<file path="src/rtl/axi_lite_ctrl_regs.sv">
// AXI4-Lite control/status register file for the accelerator: configuration registers,
// instruction-triggered start pulses and sticky done flags readable by the host.
`timescale 1ns/1ps
module axi_lite_ctrl_regs #(
  parameter int         C_S_AXI_DATA_WIDTH = 32,
  parameter int         C_S_AXI_ADDR_WIDTH = 4,
  parameter logic [7:0] INST_COMPUTE       = 8'd87,
  parameter logic [7:0] INST_LOADIFMAPS    = 8'd88,
  parameter logic [7:0] INST_WRITE_WEIGHT  = 8'd12
) (
  input  logic                            clk,
  input  logic                            rst,
  input  logic [C_S_AXI_ADDR_WIDTH-1:0]   S_AXI_AWADDR,
  input  logic [2:0]                      S_AXI_AWPROT,
  input  logic                            S_AXI_AWVALID,
  output logic                            S_AXI_AWREADY,
  input  logic [C_S_AXI_DATA_WIDTH-1:0]   S_AXI_WDATA,
  input  logic [C_S_AXI_DATA_WIDTH/8-1:0] S_AXI_WSTRB,
  input  logic                            S_AXI_WVALID,
  output logic                            S_AXI_WREADY,
  output logic [1:0]                      S_AXI_BRESP,
  output logic                            S_AXI_BVALID,
  input  logic                            S_AXI_BREADY,
  input  logic [C_S_AXI_ADDR_WIDTH-1:0]   S_AXI_ARADDR,
  input  logic [2:0]                      S_AXI_ARPROT,
  input  logic                            S_AXI_ARVALID,
  output logic                            S_AXI_ARREADY,
  output logic [C_S_AXI_DATA_WIDTH-1:0]   S_AXI_RDATA,
  output logic [1:0]                      S_AXI_RRESP,
  output logic                            S_AXI_RVALID,
  input  logic                            S_AXI_RREADY,
  output logic [11:0]                     ofmaps_channel,
  output logic [11:0]                     input_channel,
  output logic [1:0]                      func,
  output logic [8:0]                      ofmaps_width,
  output logic [2:0]                      stride,
  output logic [4:0]                      kernel_size,
  output logic                            compute_start,
  output logic                            load_ifmaps_start,
  output logic                            write_weight_start,
  input  logic                            compute_done_in,
  input  logic                            write_weight_done_in,
  input  logic                            busy_in
);

  logic        r_awready;
  logic        r_bvalid;
  logic        r_arready;
  logic        r_rvalid;
  logic [31:0] r_rdata;
  logic [31:0] r_reg0;
  logic [13:0] r_reg1;
  logic [4:0]  r_reg2;
  logic        r_ww_done;
  logic        r_comp_done;
  logic        r_compute_start;
  logic        r_load_start;
  logic        r_ww_start;

  logic        w_wr_en;
  logic        w_rd_en;
  logic [1:0]  w_wr_sel;
  logic [1:0]  w_rd_sel;
  logic        w_inst_wr;
  logic        w_ww_clr;
  logic        w_comp_clr;
  logic [31:0] w_rd_mux;
  logic        w_unused;

  assign w_wr_sel   = S_AXI_AWADDR[3:2];
  assign w_rd_sel   = S_AXI_ARADDR[3:2];
  assign w_wr_en    = r_awready & S_AXI_AWVALID & S_AXI_WVALID;
  assign w_rd_en    = r_arready & S_AXI_ARVALID;
  assign w_inst_wr  = w_wr_en & (w_wr_sel == 2'd0) & S_AXI_WSTRB[0];
  assign w_ww_clr   = w_wr_en & (w_wr_sel == 2'd3) & S_AXI_WSTRB[0] & S_AXI_WDATA[0];
  assign w_comp_clr = w_wr_en & (w_wr_sel == 2'd3) & S_AXI_WSTRB[0] & S_AXI_WDATA[1];
  assign w_unused   = ^{S_AXI_AWPROT, S_AXI_ARPROT, S_AXI_AWADDR[1:0], S_AXI_ARADDR[1:0]};

  // Address and data are only taken together, and never while a response is still owed.
  always_ff @(posedge clk or posedge rst) begin
    if (rst) begin
      r_awready <= 1'b0;
      r_bvalid  <= 1'b0;
    end else begin
      r_awready <= ~r_awready & ~r_bvalid & S_AXI_AWVALID & S_AXI_WVALID;
      if (w_wr_en)
        r_bvalid <= 1'b1;
      else if (S_AXI_BREADY)
        r_bvalid <= 1'b0;
    end
  end

  always_ff @(posedge clk or posedge rst) begin
    if (rst) begin
      r_reg0 <= '0;
      r_reg1 <= '0;
      r_reg2 <= '0;
    end else if (w_wr_en) begin
      case (w_wr_sel)
        2'd0: begin
          for (int i = 0; i < 4; i++)
            if (S_AXI_WSTRB[i]) r_reg0[8*i +: 8] <= S_AXI_WDATA[8*i +: 8];
        end
        2'd1: begin
          if (S_AXI_WSTRB[0]) r_reg1[7:0]  <= S_AXI_WDATA[7:0];
          if (S_AXI_WSTRB[1]) r_reg1[13:8] <= S_AXI_WDATA[13:8];
        end
        2'd2: begin
          if (S_AXI_WSTRB[0]) r_reg2 <= S_AXI_WDATA[4:0];
        end
        default: ;
      endcase
    end
  end

  // Every instruction-byte write re-evaluates the opcode, so repeating one relaunches it.
  always_ff @(posedge clk or posedge rst) begin
    if (rst) begin
      r_compute_start <= 1'b0;
      r_load_start    <= 1'b0;
      r_ww_start      <= 1'b0;
      r_ww_done       <= 1'b0;
      r_comp_done     <= 1'b0;
    end else begin
      r_compute_start <= w_inst_wr & (S_AXI_WDATA[7:0] == INST_COMPUTE);
      r_load_start    <= w_inst_wr & (S_AXI_WDATA[7:0] == INST_LOADIFMAPS);
      r_ww_start      <= w_inst_wr & (S_AXI_WDATA[7:0] == INST_WRITE_WEIGHT);
      r_ww_done       <= write_weight_done_in | (r_ww_done & ~w_ww_clr);
      r_comp_done     <= compute_done_in | (r_comp_done & ~w_comp_clr);
    end
  end

  always_comb begin
    w_rd_mux = '0;
    case (w_rd_sel)
      2'd0:    w_rd_mux = r_reg0;
      2'd1:    w_rd_mux = {18'd0, r_reg1};
      2'd2:    w_rd_mux = {27'd0, r_reg2};
      default: w_rd_mux = {29'd0, busy_in, r_comp_done, r_ww_done};
    endcase
  end

  // Read data is snapshotted at acceptance and held until the master takes it.
  always_ff @(posedge clk or posedge rst) begin
    if (rst) begin
      r_arready <= 1'b0;
      r_rvalid  <= 1'b0;
      r_rdata   <= '0;
    end else begin
      r_arready <= ~r_arready & ~r_rvalid & S_AXI_ARVALID;
      if (w_rd_en) begin
        r_rvalid <= 1'b1;
        r_rdata  <= w_rd_mux;
      end else if (S_AXI_RREADY) begin
        r_rvalid <= 1'b0;
      end
    end
  end

  assign S_AXI_AWREADY      = r_awready;
  assign S_AXI_WREADY       = r_awready;
  assign S_AXI_BVALID       = r_bvalid;
  assign S_AXI_BRESP        = 2'b00;
  assign S_AXI_ARREADY      = r_arready;
  assign S_AXI_RVALID       = r_rvalid;
  assign S_AXI_RDATA        = r_rdata;
  assign S_AXI_RRESP        = 2'b00;
  assign ofmaps_channel     = r_reg0[31:20];
  assign input_channel      = r_reg0[19:8];
  assign func               = r_reg1[1:0];
  assign ofmaps_width       = r_reg1[10:2];
  assign stride             = r_reg1[13:11];
  assign kernel_size        = r_reg2;
  assign compute_start      = r_compute_start;
  assign load_ifmaps_start  = r_load_start;
  assign write_weight_start = r_ww_start;

endmodule

</file>
<file path="config.mk">
export PLATFORM = sky130hd
export DESIGN_NAME = axi_lite_ctrl_regs
export DESIGN_NICKNAME = d
export VERILOG_FILES = /design/src/rtl/axi_lite_ctrl_regs.sv
export SDC_FILE = /design/constraint.sdc
export NUM_CORES = 1
export LEC_CHECK = 0
export ABC_AREA = 1
export ABC_CLOCK_PERIOD_IN_PS = 2600
export CORE_ASPECT_RATIO = 1.5
export CORE_UTILIZATION = 42
export CTS_BUF_LIST = sky130_fd_sc_hd__clkbuf_8
export DETAILED_ROUTE_END_ITERATION = 12
export HOLD_SLACK_MARGIN = 0.05
export MAX_ROUTING_LAYER = met4
export PLACE_DENSITY = 0.78
export SLEW_MARGIN = 20
export SYNTH_ARGS = -nofsm -noshare
export SYNTH_HDL_FRONTEND = slang
export SYNTH_SLANG_ARGS = --single-unit
</file>
<file path="constraint.sdc">
create_clock -name clk -period 2.6 [get_ports clk]
set_input_delay 0.39 -clock clk [delete_from_list [all_inputs] [get_ports clk]]
set_output_delay 0.39 -clock clk [all_outputs]
set_load 0.03 [all_outputs]
</file>
**Yosys cells after proc, flatten, opt, wreduce, memory -nomap -nowiden**

Index checks and enable logic that the tools add are counted.

- Bitwise gates (word level): 27
- Mux-type cells: 5
- Equality and inequality tests: 8
- Reductions and logical operators: 11

Operators by type and width:

| operator | number |
|---|---|
| one-hot mux 32 bit (3 select lines) | 1 |
| AND reduction 3 bit | 7 |
| AND 1 bit | 19 |
| == test 8 x 7 -> 1 bit, second input constant | 2 |
| == test 8 x 4 -> 1 bit, second input constant | 1 |
| == test 2 bit, second input constant | 3 |
| inverter 1 bit | 6 |
| == test 2 x 1 -> 1 bit, second input constant | 2 |
| logical NOT 2 bit | 2 |
| 2-to-1 mux 1 bit | 4 |
| nonzero test 2 bit | 2 |
| OR 1 bit | 2 |

- Register bits after elaboration: 92
- Bits of input ports: 60
- Logic and storage cells: 68

**Depth between registers and ports, before layout**

- Word-level depth: 8
- Mapped depth: 7
- Mapped depth without buffers: 6

**Worst setup path after synthesis**

OpenSTA, ideal clock, no wires.

- Path type: reg2reg
- Start point: register r_arready (netlist: S_AXI_ARREADY)
- End point: register r_rdata[5] (netlist: S_AXI_RDATA[5])
- Arrival: 1.282 ns
- Slack: 1.236 ns
- Cell stages (with the launch flop): 6
- Path buffers: 1
- Data required time: 2.518 ns
- Setup time: 0.082 ns
- Cells stage by stage: dfrtp_1 > nand2_1 > inv_1 > clkbuf_1 > nor2_1 > a31oi_1

- Word-level cells in the longest chain between the ends: 1

Ends and longest elaborated chain:

| item | line | text |
|---|---|---|
| from (decl) | 48 | `logic r_arready;` |
| from (signal assigned) | 150 | `r_arready <= ~r_arready & ~r_rvalid & S_AXI_ARVALID;` |
| AND 1 bit | 73 | `assign w_rd_en = r_arready & S_AXI_ARVALID;` |
| to (signal assigned) | 153 | `r_rdata <= w_rd_mux;` |
| to (decl) | 50 | `logic [31:0] r_rdata;` |

No other way between the ends.
A chain may end at the register's enable or synchronous reset.

**Worst setup path in the final report**

- Start point: register r_awready (netlist: S_AXI_AWREADY)
- End point: output port S_AXI_AWREADY

RTL lines:

| item | line | text |
|---|---|---|
| from (decl) | 46 | `logic r_awready;` |
| from (signal assigned) | 85 | `r_awready <= ~r_awready & ~r_bvalid & S_AXI_AWVALID & S_AXI_WVALID;` |
| to (decl) | 16 | `output logic S_AXI_AWREADY,` |

No word-level cell between the ends.

==> results.yml <==
synth:
  synth_top_family_by_area: "simple AND/OR/NAND/NOR gates"
  syn_avg_cell_area_sq_um: 8.48
  ys_top_cells_by_area: "dfrtp_1, nand2_1, buf_4, nand3_1, nor2_1"
  synthAdderAreaFrac_pct: 0
  synth_area_sq_um: 4130
  synth.top_cell.area_share_pct: 55.7
  syn_inst: 487
  synth.largest_area_cell: "dfrtp_1"
  synth-seq-area-share_pct: 55.7
  synth-simple-area-share_pct: 33.0
  yosys_register_bits: 92
  synth_xor_area_share_pct: 0
  synth_compound_area_share_pct: 2.70
  yosysWarnings: 0
  synthMuxAreaShare_pct: 0
  synth.distinct_cells: 21
clocking:
  cts_tree: "yes"
  post_cts_resized: 0
  insertion_delay_ns: 0.35
  cts.sinks: 92
  clkTransAtPathRegs_ns: 0.08
  hold_buffers: 0
  cts_buffer_depth: 2
  cts_made_buffers: 9
  cts_setup_buffers: 0
  htree_levels: 3
  clockRootBuffer: "clkbuf_8"
pwr:
  internal_power_uw: 2360
  irDropWorstVdd_uv: 321
  leakagePower_uw: 0.00271
  power.switching_uw: 1210
  combinationalPowerShare_pct: 29.3
  swShare_pct: 33.9
  clkPwrFrac_pct: 22.4
  powerDensity_nw_per_um2: 642
  p_seq_share_pct: 48.3
critical_path:
  r2r_slack_ns: 1.02
  crit_chain: "clkdlybuf4s50_1"
  r2r_end: "r_reg1[2]$_DFFE_PP0P_"
  cp_top_family: "buffers and inverters"
  reg2reg_depth: 5
  required_ns: 2.21
  cp_max_fo: 5
  crit_buf_inv: 1
  arrival_ns: 1.52
  r2r-start: "S_AXI_AWREADY$_DFF_PP0_"
  cp_slowest_cell: "clkdlybuf4s50_1"
  start_kind: "flip-flop"
  critPathMaxStageDelay_ns: 0.71
  end_kind: "output port"
  critPathKind: "flip-flop to output port"
finish:
  final_util_pct: 57.6
  mostFrequentLayoutCells: "nand2_1, clkdlybuf4s50_1, dfrtp_1"
  drive_above_1_share_pct: 6.47
  num-nets-final: 659
  syn2layout_area_growth_pct: 34.4
  final_common_cell: "nand2_1"
  n_antenna_cell: 0
placed_design:
  hpwlAfterDp_mm: 7.49
  dp_worst_setup_slack_ns: 0.559
  numPortBuffers: 132
  gp_congestion: 0.889
timing:
  setup_violations: 0
  whs_ns: 0.448
  rsz0062_at_grt: "no"
  clock-skew-final_ns: 0.0121
  worstMarginPinSlew_ns: 0.514
  finalCritPeriodShare_pct: 73.4
  period_minus_slack_ns: 1.91
  tns_ns: 0
  timing.final.ws_setup_ns: 0.692
  slew_headroom_pct: 65.7
  drv_slew: 0
  max_freq_ghz: 0.524
  hold_violations: 0
drt:
  wire_per_inst_um: 14.4
  drc: 0
  viasPerCell: 4.90
  wirelength_mm: 10.3
  final_antenna_net_count: 0
  detail_route.first_pass.iterations: 6
  vias: 3517
  first_iter_violations: 168
grt:
  grtUsageTotal_pct: 21.5
  grt_pass1_vias: 3412
  grt_remaining_overflow: 0
  grt_pass1_wl_mm: 16.8
  grt_max_degree: 93
  antenna_found_initial: 0
worst_hold_path:
  holdCritStartpoint: "S_AXI_ARREADY$_DFF_PP0_"
  min_path_type: "flip-flop to flip-flop"
  min_to: "S_AXI_ARREADY$_DFF_PP0_"
  whs_path_depth: 1
die:
  ioPinCount: 147
  dieArea_sq_um: 10200
  die_h_um: 123
  core_sq_um: 9630
  dieWidth_um: 83.0
  start_util_pct: 42.9
  rows: 44
flow_run:
  drv_cap: 0
outcome:
  status: "finished clean"
## cells in the mapped netlist, drive strengths merged
cell type,count
buf,36
inv,19
nor3b,1
o21ai,11
dfrtp,92
nand3b,1
nor2,32
conb,1
clkbuf,5
nand3,40
nor3,4
a31oi,9
nand2,228
nand4,8
## power groups by stage
stage          Combinational [uW]  Clock [uW]  Sequential [uW]
6_report                     1050         797             1720
5_1_grt                      1120         878             1750
3_5_place_dp                 1050           0             1750
3_3_place_gp                 1030           0             1740
2_1_floorplan                 414           0             1950
4_1_cts                      1060         823             1720
## logic make-up after synthesis
family,Yosys count
AOI/OAI and AO/OA,20
buffers and inverters,60
DFF,92
other,1
and+or+nand+nor,314
## through the flow
stage          power, uW  cell area, sq um  instances
2_1_floorplan       2360              4150        490
3_3_place_gp        2780              5400        703
3_5_place_dp        2800              5400        703
4_1_cts             3600              5550        718
5_1_grt             3740              5550        718
6_report            3570              5550        718
## final cells by class
type,instances,area (sq um)
clock buffer,9,124
clock inverter,6,27.5
fill,847,4080
inverter,19,75.1
multi-input combinational,338,1490
sequential,92,2300
tap,115,144
timing repair buffer,139,1390
## flip-flops by register name, summed over array words and instances (netlist names)
name and count:
load_ifmaps_start 1, kernel_size 5, r_ww_done 1, compute_start 1
r_comp_done 1, r_reg1 14, r_reg0 32, S_AXI_RVALID 1
S_AXI_AWREADY 1, S_AXI_BVALID 1, S_AXI_ARREADY 1, S_AXI_RDATA 32
write_weight_start 1
## worst max-delay path by stage
| stage | start | endpoint | cells after the start |
|---|---|---|---|
| 5_1_grt | S_AXI_AWREADY$_DFF_PP0_ | S_AXI_AWREADY | 1 |
| 3_5_place_dp | S_AXI_WVALID | r_reg1[2]$_DFFE_PP0P_ | 6 |
| 6_report | S_AXI_AWREADY$_DFF_PP0_ | S_AXI_AWREADY | 1 |
| 4_1_cts | S_AXI_AWREADY$_DFF_PP0_ | S_AXI_WREADY | 1 |
| 3_3_place_gp | S_AXI_WVALID | r_reg1[3]$_DFFE_PP0P_ | 6 |
| 2_1_floorplan | rst | S_AXI_ARREADY$_DFF_PP0_ | 1 |
## metal layers
layer / up-vias / routed length, um / track usage [%]
met5: - / 0 / -
met4: 0 / 311 / 12.8
met3: 23 / 389 / 2.47
met2: 120 / 5340 / 35.9
met1: 1646 / 4270 / 25.3
li1: 1728 / - / -
(Power assumes the default switching activity.)
